==> config.mk <==
export PLATFORM = sky130hd
export DESIGN_NAME = reg_file_mp
export DESIGN_NICKNAME = d
export VERILOG_FILES = /design/src/rtl/regfile_pkg.sv /design/src/rtl/regfile_bypass.sv /design/src/rtl/reg_file_mp.sv
export SDC_FILE = /design/constraint.sdc
export NUM_CORES = 1
export LEC_CHECK = 0
export ABC_AREA = 1
export BUFFER_PORTS_ARGS = -buffer_cell sky130_fd_sc_hd__buf_2
export CAP_MARGIN = 10
export CORE_UTILIZATION = 45
export DETAILED_ROUTE_END_ITERATION = 8
export GPL_TIMING_DRIVEN = 0
export PLACE_DENSITY_LB_ADDON = 0.1
export SLEW_MARGIN = 20
export SYNTH_ARGS = -nofsm -noshare
export SYNTH_HDL_FRONTEND = slang
export SYNTH_SLANG_ARGS = --single-unit
export TNS_END_PERCENT = 30
==> constraint.sdc <==
create_clock -name I_clk -period 1.5 [get_ports I_clk]
set_clock_uncertainty 0.1 [all_clocks]
set_input_delay 0.3 -clock I_clk [delete_from_list [all_inputs] [get_ports I_clk]]
set_output_delay 0.3 -clock I_clk [all_outputs]
set_load 0.02 [all_outputs]
==> src/rtl/regfile_pkg.sv <==
// Shared defaults and helpers for the multi-port register file.
package regfile_pkg;
  localparam int DEF_DATA_W = 16;
  localparam int DEF_ADDR_W = 3;
  localparam logic [63:0] RST_VAL = '0;

  function automatic int numRegs(input int addrW);
    return 1 << addrW;
  endfunction
endpackage

==> src/rtl/regfile_bypass.sv <==
// Write-first forwarding mux for one read port; REGFILE_R0_ZERO_EN forces reads of address 0 to zero.
module regfile_bypass
  import regfile_pkg::*;
#(
  parameter int DATA_W = DEF_DATA_W,
  parameter int ADDR_W = DEF_ADDR_W
) (
  input  logic [ADDR_W-1:0] sel,
  input  logic [DATA_W-1:0] stored,
  input  logic              we0,
  input  logic [ADDR_W-1:0] selD0,
  input  logic [DATA_W-1:0] dataD0,
  input  logic              we1,
  input  logic [ADDR_W-1:0] selD1,
  input  logic [DATA_W-1:0] dataD1,
  output logic [DATA_W-1:0] dataOut
);
  always_comb begin
    dataOut = stored;
    if (we0 && (selD0 == sel)) dataOut = dataD0;
    // port 1 checked last so it wins a same-address conflict
    if (we1 && (selD1 == sel)) dataOut = dataD1;
`ifdef REGFILE_R0_ZERO_EN
    if (sel == '0) dataOut = '0;
`endif
  end
endmodule

==> src/rtl/reg_file_mp.sv <==
// Two-write / two-read register file with registered reads and write-first bypass.
// Optional REGFILE_R0_ZERO_EN hard-wires register 0 to zero.
module reg_file_mp
  import regfile_pkg::*;
#(
  parameter int DATA_W = DEF_DATA_W,
  parameter int ADDR_W = DEF_ADDR_W
) (
  input  logic              I_clk,
  input  logic              I_rst_n,
  input  logic              I_en,
  input  logic              I_we0,
  input  logic [ADDR_W-1:0] I_selD0,
  input  logic [DATA_W-1:0] I_dataD0,
  input  logic              I_we1,
  input  logic [ADDR_W-1:0] I_selD1,
  input  logic [DATA_W-1:0] I_dataD1,
  input  logic [ADDR_W-1:0] I_selA,
  input  logic [ADDR_W-1:0] I_selB,
  output logic [DATA_W-1:0] O_dataA,
  output logic [DATA_W-1:0] O_dataB,
  output logic              O_valid
);
  localparam int NUM_REGS = numRegs(ADDR_W);
  localparam int NUM_RD   = 2;

  logic [NUM_REGS-1:0][DATA_W-1:0] regs;
  logic [NUM_RD-1:0][ADDR_W-1:0]   rdSel;
  logic [NUM_RD-1:0][DATA_W-1:0]   rdEff;
  logic [NUM_RD-1:0][DATA_W-1:0]   rdQ;
  logic                            validQ;
  logic                            wrOk0, wrOk1;

`ifdef REGFILE_R0_ZERO_EN
  assign wrOk0 = I_we0 && (I_selD0 != '0);
  assign wrOk1 = I_we1 && (I_selD1 != '0);
`else
  assign wrOk0 = I_we0;
  assign wrOk1 = I_we1;
`endif

  assign rdSel[0] = I_selA;
  assign rdSel[1] = I_selB;

  for (genvar p = 0; p < NUM_RD; p++) begin : gRd
    regfile_bypass #(.DATA_W(DATA_W), .ADDR_W(ADDR_W)) uByp (
      .sel    (rdSel[p]),
      .stored (regs[rdSel[p]]),
      .we0    (I_we0),
      .selD0  (I_selD0),
      .dataD0 (I_dataD0),
      .we1    (I_we1),
      .selD1  (I_selD1),
      .dataD1 (I_dataD1),
      .dataOut(rdEff[p])
    );
  end

  always_ff @(posedge I_clk) begin
    if (!I_rst_n) begin
      for (int r = 0; r < NUM_REGS; r++) regs[r] <= RST_VAL[DATA_W-1:0];
      rdQ    <= '0;
      validQ <= 1'b0;
    end else if (I_en) begin
      if (wrOk0) regs[I_selD0] <= I_dataD0;
      if (wrOk1) regs[I_selD1] <= I_dataD1;
      rdQ    <= rdEff;
      validQ <= 1'b1;
    end else begin
      validQ <= 1'b0;
    end
  end

  assign O_dataA = rdQ[0];
  assign O_dataB = rdQ[1];
  assign O_valid = validQ;
endmodule

== Word level (Yosys, flattened, before mapping) ==
Cells that the tools add are included.
W data, S select, Z words.

* Register bits: 161
* Input port bits: 49
* Output and inout port bits: 33

* Magnitude comparators: 6
* Eq/ne operators: 4
* Multiplexer cells: 19
* Reduce and logical (&&, ||, !) cells: 6

{| class="wikitable"
|+ Operators by type and width
! operator !! number
|-
| $mux W128 || 4
|-
| $bwmux W128 || 2
|-
| $mux W16 || 8
|-
| $bmux W16 S3 || 2
|-
| $demux W16 S3 || 2
|-
| $lt A3 B4 Y1 const B || 4
|-
| $eq A3 B3 Y1 || 4
|-
| $ge A3 B1 Y1 const B || 2
|-
| $logic_and A1 B1 Y1 || 6
|-
| $mux W1 || 1
|}

== Longest topological paths before layout ==
* Depth after elaboration: 10
* Depth in mapped cells: 12
* Depth with buffers taken out: 10

== By module ==
Synthesis repeated with hierarchy kept, for this count alone.

* Cells, all modules: 2032
* Area, all modules: 11292.1 um2

{| class="wikitable"
|+ By module, submodules not included
! module !! instances !! cells an instance !! area an instance (um2) !! sequential area each (um2)
|-
| reg_file_mp || 1 || 1742 || 9893.2 || 3223.1
|-
| regfile_bypass || 2 || 145 || 699.4 || 0.0
|}

== Worst setup path before layout ==
Ideal clock, no wire load.

* Kind: in2reg
* From: in I_selB[1]
* To: reg rdQ, in the netlist O_dataB[7]
* Data arrival time: 1.338 ns
* Path slack: -0.070 ns
* Cell stages on the path: 10
* Cell sequence: buf_4 inv_4 nor2_1 nor2_2 nand2_2 buf_2 nand3_1 nand2_1 nand2_1 a21oi_1

* Word-level cells in the longest chain between the ends: 4
* Elaborated cells on any way between the ends: 8
* Classes of those cells: eq/ne: 2; mux: 4; reduce/logical: 2

{| class="wikitable"
|+ Ends and longest elaborated chain
! what !! line !! RTL
|-
| start, declared || reg_file_mp.sv:19 || <nowiki>input logic [ADDR_W-1:0] I_selB,</nowiki>
|-
| $bmux W16 S3 or $eq A3 B3 Y1 (tied branches) || reg_file_mp.sv:48, regfile_bypass.sv:20 ||
|-
| $mux W16 (implied by the code) or $logic_and A1 B1 Y1 (tied branches) || reg_file_mp.sv:48, regfile_bypass.sv:20 ||
|-
| $mux W16 || regfile_bypass.sv:20 || <nowiki>if (we0 && (selD0 == sel)) dataOut = dataD0;</nowiki>
|-
| $mux W16 (*) || regfile_bypass.sv:22 || <nowiki>if (we1 && (selD1 == sel)) dataOut = dataD1;</nowiki>
|-
| end signal, assigned || reg_file_mp.sv:67 || <nowiki>rdQ <= rdEff;</nowiki>
|-
| end, declared || reg_file_mp.sv:30 || <nowiki>logic [NUM_RD-1:0][DATA_W-1:0] rdQ;</nowiki>
|}

Every way passes the cells marked *; elsewhere a longest branch is shown, timed or not. The select of a mux whose other input is x is not followed.
A chain may end at the register's enable or synchronous reset.

== Worst setup path in the final report ==
* From: in I_selB[0]
* To: reg rdQ, in the netlist O_dataB[6]

The elaborated chain is that of the path after synthesis.

==> summary by stage <==
Run status
The flow ran to the end, but the final reports show violations. The checks that failed: negative setup slack.

Timing
The hold violation count in the final report was 0. The number of max-slew violations in the final report is 0. Of the available clock period, the critical path in the final layout requires 1.00. Setup repair after global routing could not meet its margin everywhere. The time the worst path needs with I/O delays and setup is approximately 1.5 ns. The highest attainable clock frequency is around 670 MHz. The final setup slack of the worst path is -0.0000390 ns. The worst-case hold slack is approximately 0.23 ns. The count of final setup violators is 1. The headroom to the max-slew limit is 0.133.

The actual transition at the worst max-transition pin is 1.30 ns.

Logic synthesis
By area, the combinational part of the netlist is dominated by simple AND/OR/NAND/NOR gates. The adder and majority gate portion of the synthesized area is 0. Of the total synthesized cell area, the portion taken by XOR and XNOR cells is 0.000812.

The sequential fraction of the synthesis area is 0.299. The combined area of all synthesized cells is between 0.01 and 0.015 sq mm. A synthesized cell averages roughly 5.7 sq um. After synthesis, the netlist uses 27 different library cells. The number of storage elements in the synthesis netlist is 161. When the netlist entered floorplanning its net count stood at about 1900. The most used flip-flop cell after synthesis is sky130_fd_sc_hd__dfxtp_1. Synthesis handed over a netlist of 1881 instances. The share of the synthesized area in compound gates (AO/OA/AOI/OAI) is 0.193. The multiplexer share of the synthesized area is 0.

Of the total synthesized cell area, the portion taken by AND, OR, NAND and NOR gates is 0.367. The number of synthesized flops with an enable pin is 0. During synthesis, Yosys emitted a total of 0 warnings.

Of all flip-flops after synthesis, the portion carrying an async set or reset was 0.

CTS
The count of hold buffers inserted by post-cts repair is 0. The clock-pin slew on the worst setup and hold paths is roughly 0.08 ns. Clock latency on the worst-skew pair, taken at its later pin, is approximately 0.46 ns. The clock tree root buffer cell is sky130_fd_sc_hd__clkbuf_16. The clock buffer count from CTS is 17. The H-tree generated during clock tree synthesis spans 4 levels. The tree built by TritonCTS fans out to 161 sinks. The clock passes through at most 2 buffers.

TritonCTS built the clock tree.

GRT
The number of antenna violations at the first check in global routing is 0. The first global-routing pass estimated 73700 microns of wire. The remaining global-route overflow is 0. The via count of the first global-routing pass is 11400.

The overall global routing resource usage is 0.421. The largest net degree at the start of global routing is 19.

Routing
The length of routed met2 wiring is 20600 microns. The total number of vias is 13200. The starting DRC count in detailed routing is 1854. The routed wire length is just over 50000 microns. The uppermost layer routed is met4. Once detail routing completed, the nets flagged for antenna violations numbered 0. After detailed routing, the number of vias per cell comes to roughly 5.8. After detailed routing, the average wire length per cell comes to between 20 and 25 microns. The routed design uses ~6300 microns of met3 wire.

After detailed routing, the number of remaining DRC violations is 0. The detailed-route wire length on metal 1 is about 21000 microns. The pre-antenna-repair detailed-routing pass consisted of 6 iterations.

Die
The standard cell core area is about 0.023 sq mm. The number of top-level pins is 82. The die covers 0.0246 sq mm. The height of the chip is between 150 and 200 microns.

The starting density of the core is 0.460. The cell row count is 56. Measured along the x axis, the die boundary spans ~160 microns.

Layout
In the layout the commonest cells are sky130_fd_sc_hd__nand2_1, sky130_fd_sc_hd__nand3_1, sky130_fd_sc_hd__o21ai_0, sky130_fd_sc_hd__inv_1, sky130_fd_sc_hd__dfxtp_1. The leading cell type in the layout, fill and taps excluded is sky130_fd_sc_hd__nand2_1. The final net count is ~2000.

The ratio of cells with drive above 1 in the final layout is 0.125. The final cell count without fillers is about 2300. The cell area after layout is 0.0124 sq mm. The relative area change from synthesis to final layout is 15.0%.

Critical path
The required time of the critical path is approximately 1.7 ns. On the critical path, the stage with the largest delay is an instance of sky130_fd_sc_hd__clkbuf_4. Traced cell by cell, the critical path runs through buf_2, buf_4, clkbuf_4, nand2_1, nand3_1, nand3_1, nand3_1, nand2_1, nand2_1, a21oi_1. The data arrival time at the worst-slack endpoint is 1.73 ns.

The stage delay of the slowest cell on the critical path is ~0.27 ns. The type of the setup path with the least slack is in -> reg. The critical path endpoint category is a register. The type of element launching the critical path is an input port. In this run the critical register-to-register path is launched from regs[56]. The most critical setup path has its startpoint at I_selB[0]. Of all nets on the critical path, the largest fanout is 10.

Power and ir drop
For this design the ratio of total power to cell area is slightly below 1000 mW/mm^2. The highest ir drop seen on vdd is a little over 0.9 mV. The analysis attributes to cell leakage a power of ~6.1 nW.

Placed design
The worst setup slack after placement is -0.818 ns. In this run the cell area measured after placement is 0.0115 sq mm. After detailed placement, the design holds a cell count of approximately 2300.

The final weighted congestion of routability-driven global placement is between 1 and 1.5. The detailed placement HPWL is roughly 37000 microns. The number of buffers inserted by port buffering is approximately 60.

Min path
The class of the most critical hold timing path is in -> reg. The startpoint identified for the worst hold timing path is I_selD1[1].

Run
The tool flagged a number of max-cap violations equal to 0.
worst max-delay path: cells and delay by family:
| kind | cells | cell delay [ns] |
|---|---|---|
| buf+inv | 3 | 0.64 |
| simple gates | 6 | 0.71 |
| compound gates | 1 | 0.05 |
cells in the mapped netlist (4+ instances only):
library cell / count / area share
sky130_fd_sc_hd__nor2_2: 4 / 0.0023
sky130_fd_sc_hd__a31oi_1: 6 / 0.0035
sky130_fd_sc_hd__o21ai_0: 220 / 0.10
sky130_fd_sc_hd__nand3_1: 294 / 0.14
sky130_fd_sc_hd__dfxtp_1: 161 / 0.30
sky130_fd_sc_hd__clkbuf_1: 73 / 0.025
sky130_fd_sc_hd__nand2_2: 5 / 0.0029
sky130_fd_sc_hd__inv_2: 6 / 0.0021
sky130_fd_sc_hd__nor2_4: 7 / 0.0073
sky130_fd_sc_hd__buf_1: 38 / 0.013
sky130_fd_sc_hd__nand2_1: 588 / 0.20
sky130_fd_sc_hd__a211oi_1: 12 / 0.0084
sky130_fd_sc_hd__a21oi_1: 154 / 0.071
sky130_fd_sc_hd__nor2_1: 38 / 0.013
sky130_fd_sc_hd__clkinv_1: 16 / 0.0056
sky130_fd_sc_hd__inv_1: 206 / 0.072
sky130_fd_sc_hd__buf_2: 33 / 0.015
sky130_fd_sc_hd__buf_4: 4 / 0.0028
state kept, by name, summed over array words and instances (netlist names):
name / count
regs: 128
O_dataB: 16
O_dataA: 16
O_valid: 1
power breakdown:
part | internal (W) | switching [W]
Combinational | 0.000803 | 0.00206
Sequential | 0.00448 | 0.0000706
Clock | 0.00240 | 0.00233
layer usage:
layer  track usage  vias up
li1              -     6183
met4         0.293        0
met1         0.560     6045
met2         0.582      836
met3         0.116      142
met5             0        -
kinds of logic after synthesis:
family / count (synthesis)
buffers and inverters: 382
DFF: 161
AOI/OAI and AO/OA: 401
xor gates and xnor gates: 1
and+or+nand+nor: 936
per-stage QoR:
stage / total power [W] / utilization / setup TNS (ns)
final: 0.0121 / 0.528 / -0.0000390
after global routing: 0.0125 / 0.528 / -0.0324
after CTS: 0.0120 / 0.519 / -0.000395
after detailed placement: 0.00731 / 0.490 / -72.92
after global placement: 0.00728 / 0.490 / -70.69
after floorplan: 0.00632 / - / 0
final timing paths:
path | end | slack, ns | depth (start not counted)
hold / removal | regs[94] | 0.23 | 4
hold reg to reg | O_dataA[14] | 0.37 | 2
setup / recovery | O_dataB[6] | -0.00004 | 10
setup reg to reg | O_dataB[8] | 0.05 | 8
cell type report:
class,count,area (sq um)
fill,2523,11100
multi-input combinational,1338,6150
sequential,161,3220
inverter,231,882
buffer,150,797
clock buffer,17,425
tap,319,399
timing repair buffer,63,338
clock inverter,15,188
antenna,1,2.50
repair_timing:
action / CTS / global route
resized for setup: 43 / 111
setup endpoints to repair: 51 / 139
pin swaps: 0 / 2
buffers inserted: 0 / 4
Note: power is estimated with default switching activity, not from simulation.
